**src/rtl/craps_pkg.sv**
```systemverilog
// -----------------------------------------------------------------------------
// craps_pkg
// Shared types and constants for the craps game controller: the FSM state
// enumeration, die legality bounds, the winning/losing come-out totals, and
// small helper functions used by the controller.
// -----------------------------------------------------------------------------
package craps_pkg;

    typedef enum logic [2:0] {
        COME_OUT   = 3'd0,
        SPIN_CO    = 3'd1,
        POINT_WAIT = 3'd2,
        SPIN_PT    = 3'd3,
        WIN        = 3'd4,
        LOSE       = 3'd5
    } state_e;

    localparam logic [3:0] DIE_MIN    = 4'd1;
    localparam logic [3:0] DIE_MAX    = 4'd6;
    localparam logic [3:0] NATURAL_7  = 4'd7;
    localparam logic [3:0] NATURAL_11 = 4'd11;
    localparam logic [3:0] CRAPS_2    = 4'd2;
    localparam logic [3:0] CRAPS_3    = 4'd3;
    localparam logic [3:0] CRAPS_12   = 4'd12;

    // A die face is legal only inside 1..6.
    function automatic logic die_ok(input logic [3:0] d);
        return (d >= DIE_MIN) && (d <= DIE_MAX);
    endfunction

    // Saturating 8-bit increment for the game tallies.
    function automatic logic [7:0] sat_inc8(input logic [7:0] v);
        return (v == 8'hFF) ? v : (v + 8'd1);
    endfunction

endpackage

```
**src/rtl/btn_debounce.sv**
```systemverilog
// -----------------------------------------------------------------------------
// btn_debounce
// Two-flop synchronizer followed by a stability-counting debouncer. The output
// level follows the synchronized input only after that input has differed
// from the current output for DEBOUNCE_CYC consecutive clocks.
// Ports:
//   clk_i    - clock
//   reset_i  - synchronous active-high reset (clears sync chain and output)
//   btn_i    - raw asynchronous button
//   btn_db_o - debounced level
// -----------------------------------------------------------------------------
module btn_debounce #(
    parameter int DEBOUNCE_CYC = 1000000,
    parameter int CNT_W        = 20
) (
    input  logic clk_i,
    input  logic reset_i,
    input  logic btn_i,
    output logic btn_db_o
);

    logic [1:0]       sync_q;
    logic [CNT_W-1:0] cnt_q;
    logic [CNT_W-1:0] cnt_d;
    logic             db_q;
    logic             db_d;

    // Count consecutive cycles where the synchronized input disagrees with
    // the accepted level; flip the level on the DEBOUNCE_CYC-th such cycle.
    always_comb begin
        cnt_d = '0;
        db_d  = db_q;
        if (sync_q[1] != db_q) begin
            if (cnt_q == CNT_W'(DEBOUNCE_CYC - 1)) begin
                db_d  = sync_q[1];
                cnt_d = '0;
            end else begin
                cnt_d = cnt_q + CNT_W'(1);
            end
        end else begin
            cnt_d = '0;
        end
    end

    // Synchronizer chain and debouncer state registers.
    always_ff @(posedge clk_i) begin
        if (reset_i) begin
            sync_q <= 2'b00;
            cnt_q  <= '0;
            db_q   <= 1'b0;
        end else begin
            sync_q <= {sync_q[0], btn_i};
            cnt_q  <= cnt_d;
            db_q   <= db_d;
        end
    end

    assign btn_db_o = db_q;

endmodule

```
**src/rtl/craps_controller.sv**
```systemverilog
// -----------------------------------------------------------------------------
// craps_controller
// Game controller for a two-dice craps table. A debounced roll button spins
// the dice counters; on release the dice are sampled and the come-out or
// point roll is resolved on the same clock edge.
// Ports:
//   clk_in          - 100 MHz clock
//   reset           - synchronous active-high reset
//   roll_btn        - raw roll button (high = pressed)
//   die_a, die_b    - live die values (legal 1..6)
//   dice_en         - enable to dice counters, high while spinning
//   sum             - total of last accepted roll
//   point           - established point (0 = none)
//   win, lose       - high throughout WIN / LOSE
//   bad_roll        - one-cycle pulse on an illegal die at release
//   state_o         - FSM state encoding
//   wins, losses    - saturating game tallies
// Optional feature macro: CRAPS_STATS_EN enables the wins/losses tallies;
// when undefined both tallies are constant 0.
// -----------------------------------------------------------------------------
module craps_controller
    import craps_pkg::*;
#(
    parameter int DEBOUNCE_CYC = 1000000,
    parameter int CNT_W        = 20
) (
    input  logic       clk_in,
    input  logic       reset,
    input  logic       roll_btn,
    input  logic [3:0] die_a,
    input  logic [3:0] die_b,
    output logic       dice_en,
    output logic [3:0] sum,
    output logic [3:0] point,
    output logic       win,
    output logic       lose,
    output logic       bad_roll,
    output logic [2:0] state_o,
    output logic [7:0] wins,
    output logic [7:0] losses
);

    logic       btn_db;
    logic [4:0] add_d;
    logic [3:0] roll_d;
    logic       dice_ok_d;

    state_e     state_q;
    logic [3:0] sum_q;
    logic [3:0] point_q;
    logic       dice_en_q;
    logic       win_q;
    logic       lose_q;
    logic       bad_q;
`ifdef CRAPS_STATS_EN
    logic [7:0] wins_q;
    logic [7:0] losses_q;
`endif

    btn_debounce #(
        .DEBOUNCE_CYC (DEBOUNCE_CYC),
        .CNT_W        (CNT_W)
    ) u_btn_debounce (
        .clk_i    (clk_in),
        .reset_i  (reset),
        .btn_i    (roll_btn),
        .btn_db_o (btn_db)
    );

    // Roll total (5-bit add truncated to 4 bits) and die legality.
    always_comb begin
        add_d     = {1'b0, die_a} + {1'b0, die_b};
        roll_d    = add_d[3:0];
        dice_ok_d = die_ok(die_a) && die_ok(die_b);
    end

    // Game FSM with registered outputs; a roll resolves on the first edge
    // that sees the debounced button low while spinning.
    always_ff @(posedge clk_in) begin
        if (reset) begin
            state_q   <= COME_OUT;
            sum_q     <= 4'd0;
            point_q   <= 4'd0;
            dice_en_q <= 1'b0;
            win_q     <= 1'b0;
            lose_q    <= 1'b0;
            bad_q     <= 1'b0;
`ifdef CRAPS_STATS_EN
            wins_q    <= 8'd0;
            losses_q  <= 8'd0;
`endif
        end else begin
            bad_q <= 1'b0;
            case (state_q)
                COME_OUT: begin
                    if (btn_db) begin
                        state_q   <= SPIN_CO;
                        dice_en_q <= 1'b1;
                    end
                end
                POINT_WAIT: begin
                    if (btn_db) begin
                        state_q   <= SPIN_PT;
                        dice_en_q <= 1'b1;
                    end
                end
                WIN, LOSE: begin
                    // A new game starts: drop the old point and result.
                    if (btn_db) begin
                        state_q   <= SPIN_CO;
                        dice_en_q <= 1'b1;
                        win_q     <= 1'b0;
                        lose_q    <= 1'b0;
                        point_q   <= 4'd0;
                    end
                end
                SPIN_CO: begin
                    if (!btn_db) begin
                        dice_en_q <= 1'b0;
                        if (!dice_ok_d) begin
                            bad_q   <= 1'b1;
                            state_q <= COME_OUT;
                        end else begin
                            sum_q <= roll_d;
                            if ((roll_d == NATURAL_7) || (roll_d == NATURAL_11)) begin
                                state_q <= WIN;
                                win_q   <= 1'b1;
`ifdef CRAPS_STATS_EN
                                wins_q  <= sat_inc8(wins_q);
`endif
                            end else if ((roll_d == CRAPS_2) || (roll_d == CRAPS_3) ||
                                         (roll_d == CRAPS_12)) begin
                                state_q  <= LOSE;
                                lose_q   <= 1'b1;
`ifdef CRAPS_STATS_EN
                                losses_q <= sat_inc8(losses_q);
`endif
                            end else begin
                                state_q <= POINT_WAIT;
                                point_q <= roll_d;
                            end
                        end
                    end
                end
                SPIN_PT: begin
                    if (!btn_db) begin
                        dice_en_q <= 1'b0;
                        if (!dice_ok_d) begin
                            bad_q   <= 1'b1;
                            state_q <= POINT_WAIT;
                        end else begin
                            sum_q <= roll_d;
                            if (roll_d == point_q) begin
                                state_q <= WIN;
                                win_q   <= 1'b1;
`ifdef CRAPS_STATS_EN
                                wins_q  <= sat_inc8(wins_q);
`endif
                            end else if (roll_d == NATURAL_7) begin
                                state_q  <= LOSE;
                                lose_q   <= 1'b1;
`ifdef CRAPS_STATS_EN
                                losses_q <= sat_inc8(losses_q);
`endif
                            end else begin
                                state_q <= POINT_WAIT;
                            end
                        end
                    end
                end
                default: begin
                    state_q   <= COME_OUT;
                    dice_en_q <= 1'b0;
                    win_q     <= 1'b0;
                    lose_q    <= 1'b0;
                end
            endcase
        end
    end

    assign dice_en  = dice_en_q;
    assign sum      = sum_q;
    assign point    = point_q;
    assign win      = win_q;
    assign lose     = lose_q;
    assign bad_roll = bad_q;
    assign state_o  = state_q;
`ifdef CRAPS_STATS_EN
    assign wins     = wins_q;
    assign losses   = losses_q;
`else
    assign wins     = 8'd0;
    assign losses   = 8'd0;
`endif

endmodule
```
**config.mk**
```make
export PLATFORM = sky130hd
export DESIGN_NAME = craps_controller
export DESIGN_NICKNAME = d
export VERILOG_FILES = /design/src/rtl/craps_pkg.sv /design/src/rtl/btn_debounce.sv /design/src/rtl/craps_controller.sv
export SDC_FILE = /design/constraint.sdc
export NUM_CORES = 1
export LEC_CHECK = 0
export ABC_AREA = 1
export BUFFER_PORTS_ARGS = -buffer_cell sky130_fd_sc_hd__clkbuf_2
export CELL_PAD_IN_SITES_DETAIL_PLACEMENT = 1
export CELL_PAD_IN_SITES_GLOBAL_PLACEMENT = 1
export CORE_UTILIZATION = 42
export CTS_CLUSTER_DIAMETER = 80
export DETAILED_ROUTE_END_ITERATION = 8
export PLACE_DENSITY_LB_ADDON = 0.1
export SLEW_MARGIN = 20
export SYNTH_ARGS = -nofsm -noshare
export SYNTH_HDL_FRONTEND = slang
export SYNTH_HIERARCHICAL = 1
export SYNTH_SLANG_ARGS = --single-unit
```
**constraint.sdc**
```tcl
create_clock -name clk_in -period 3.9 [get_ports clk_in]
set_input_delay 0.78 -clock clk_in [delete_from_list [all_inputs] [get_ports clk_in]]
set_output_delay 0.78 -clock clk_in [all_outputs]
set_load 0.01 [all_outputs]
```
==> flow_summary.yaml <==
sta:
  maxSlewViolCount: 0
  setup_viol: 0
  tns_ns: 0
  period_minus_slack_ns: 2.44
  skew_ns: 0.00631
  setup_ws_ns: 1.46
  fmax_mhz: 409
  grt_setup_unrepaired: "false"
  period_share_pct: 62.7
  final-hold-violation-count: 0
floorplanning:
  start_util_pct: 44.9
  rows: 26
  coreArea_um2: 5270
  boundaryPins: 42
  die_width_um: 77.1
  dieHeight_um: 77.1
  die_area_um2: 5940
cells_and_area:
  layout_commonest_cell: "nand2_1"
  final_nets: 396
  fin_area_um2: 2580
  n_antenna_cell: 0
  instances_no_fill: 450
  drive_above_1_share_pct: 17.1
  mostFrequentLayoutCells: "82 x nand2_1, 59 x nor2_1, 38 x dfxtp_1"
  area_delta_synth_final_pct: 9.15
logic_synthesis:
  syn_area_um2: 2370
  ys_seq_area_share_pct: 32.2
  synth_warnings: 6
  yosysUniqueCellTypes: 35
  synth.area.top_cells: "dfxtp_1 32%, nand2_1 13%, nor2_1 9.4%"
  synth.top_cell.area_share_pct: 32.2
  synth_seq_cells: 38
  syn_inst: 350
  synth.avg_cell_area_um2: 6.76
  yosys.area.top_type: "dfxtp_1"
clock_network:
  postCtsSetupBuffers: 0
  htree_levels: 2
  cts_tree: "yes"
  numClockSinks: 38
  cts_buffers: 5
  path_clk_slew_ns: 0.08
  clkLatencyLatePin_ns: 0.29
  clockBufferDepth: 2
  cts.repair.resized: 0
  cts_hold_buf: 0
  clock-root-buffer: "clkbuf_8"
route:
  drt_first_pass_iters: 4
  drt_iter0_markers: 150
  wl_um: 5690
  avgRoutedWirePerCell_um: 12.6
  viasPerCell: 4.88
  ant_nets: 0
  via_count: 2194
  drc: 0
placed_design:
  hpwl_um: 4360
  post-place-ws_ns: 1.15
  post_dp_cell_area_um2: 2500
  dp.cells: 443
  portBuffers: 25
  gp_congestion: 0.762
global_route:
  grt_pass1_wl_um: 9960
  antenna_found_initial: 0
  grt_max_degree: 19
  overflow: 0
  grt_pass1_vias: 2095
  track_usage_pct: 20.9
min_path:
  worst_hold_path_type: "register to register"
worst_setup_path:
  crit_fanout: 8
  cp.required_ns: 4.09
  worst_setup_path_start_kind: "input port"
  cp.arrival_ns: 2.64
  critPathCaptureType: "register"
  critPathKind: "input port to register"
power_and_ir_drop:
  irDropWorstVdd_mv: 0.213
  cellLeakagePower_nw: 1.06
  power_w: 0.000818
  p_per_area_nw_per_um2: 317
job:
  maxCapViolCount: 0
status:
  outcome: "complete, no violations"
-- sequential cells by signal, indices dropped and copies added, names as in the netlist --
signal,count
win,1
dice_en,1
state_o,3
bad_roll,1
point,4
lose,1
u_btn_debounce/sync_q,2
sum,4
u_btn_debounce/btn_db_o,1
u_btn_debounce/cnt_q,20
-- cell usage after synthesis, drive strengths merged --
cell type  number
a21oi          22
a31oi           2
buf            17
conb            1
dfxtp          38
fa              1
ha              4
inv            39
nand2          90
nand3          37
nand3b          1
nand4           4
nor2           65
nor3            3
nor4            1
o21ai           8
o21bai          2
or2             3
xnor2           6
xor2            6
-- layer usage --
layer | routed length (µm) | share of wire, % | vias up | track usage [%]
li1 | - | - | 1133 | -
met1 | 3030 | 53 | 1013 | 30.1
met2 | 2390 | 42 | 43 | 31.6
met3 | 209 | 3.7 | 5 | 4.05
met4 | 53 | 0.93 | 0 | 5.66
met5 | 0 | 0 | - | 0
-- per-stage QoR --
stage	utilization, %	hold WS, ns
6_report	49.0	0.407
2_1_floorplan	-	0.388
3_5_place_dp	47.5	0.398
4_1_cts	49.0	0.406
5_1_grt	49.0	0.426
3_3_place_gp	47.5	0.399
-- final timing paths --
path,cells after the start,slack (ns),to,start
worst max register to register,9,2.20,point[1],state_o[1]
worst min register to register,2,0.41,u_btn_debounce/sync_q[1],u_btn_debounce/sync_q[0]
worst max-delay path,13,1.46,point[1],die_a[0]
worst min-delay path,2,0.41,u_btn_debounce/sync_q[1],u_btn_debounce/sync_q[0]
-- area by class of cell --
cell class,count,area [µm²]
repair buffers,25,125
clock buffers,5,68.8
well taps,70,87.6
clock inverters,2,10.0
fillers,741,2690
flip-flops and latches,38,761
inverters,39,146
multi-input cells,271,1380
-- kinds of logic (layout without fill, tap and decap cells) --
logic type	count (synthesis)	after routing	share of synthesized area, %
AND/OR/NAND/NOR	204	204	39.3
buffers and inverters	56	71	11.7
flip-flops	38	38	32.2
AO/OA/AOI/OAI	34	34	8.94
XOR/XNOR	12	12	4.76
adder cells (fa/ha/maj)	5	5	2.96
other	1	16	0.158
-- report_power, final --
| part | internal (W) | switching [W] |
|---|---|---|
| combinational | 0.0000482 | 0.0000958 |
| clock | 0.000120 | 0.000148 |
| sequential | 0.000397 | 0.00000866 |
-- critical path, cell delays in order --
cell and delay, ns:
clkbuf_2 0.10, ha_1 0.22, fa_1 0.40, xor2_2 0.32
inv_2 0.06, nand3_1 0.08, nand2_1 0.11, inv_2 0.10
nand2_2 0.08, o21ai_4 0.13, nand3_1 0.11, nand2_1 0.08
nor2_1 0.04
(Power assumes the default switching activity.)
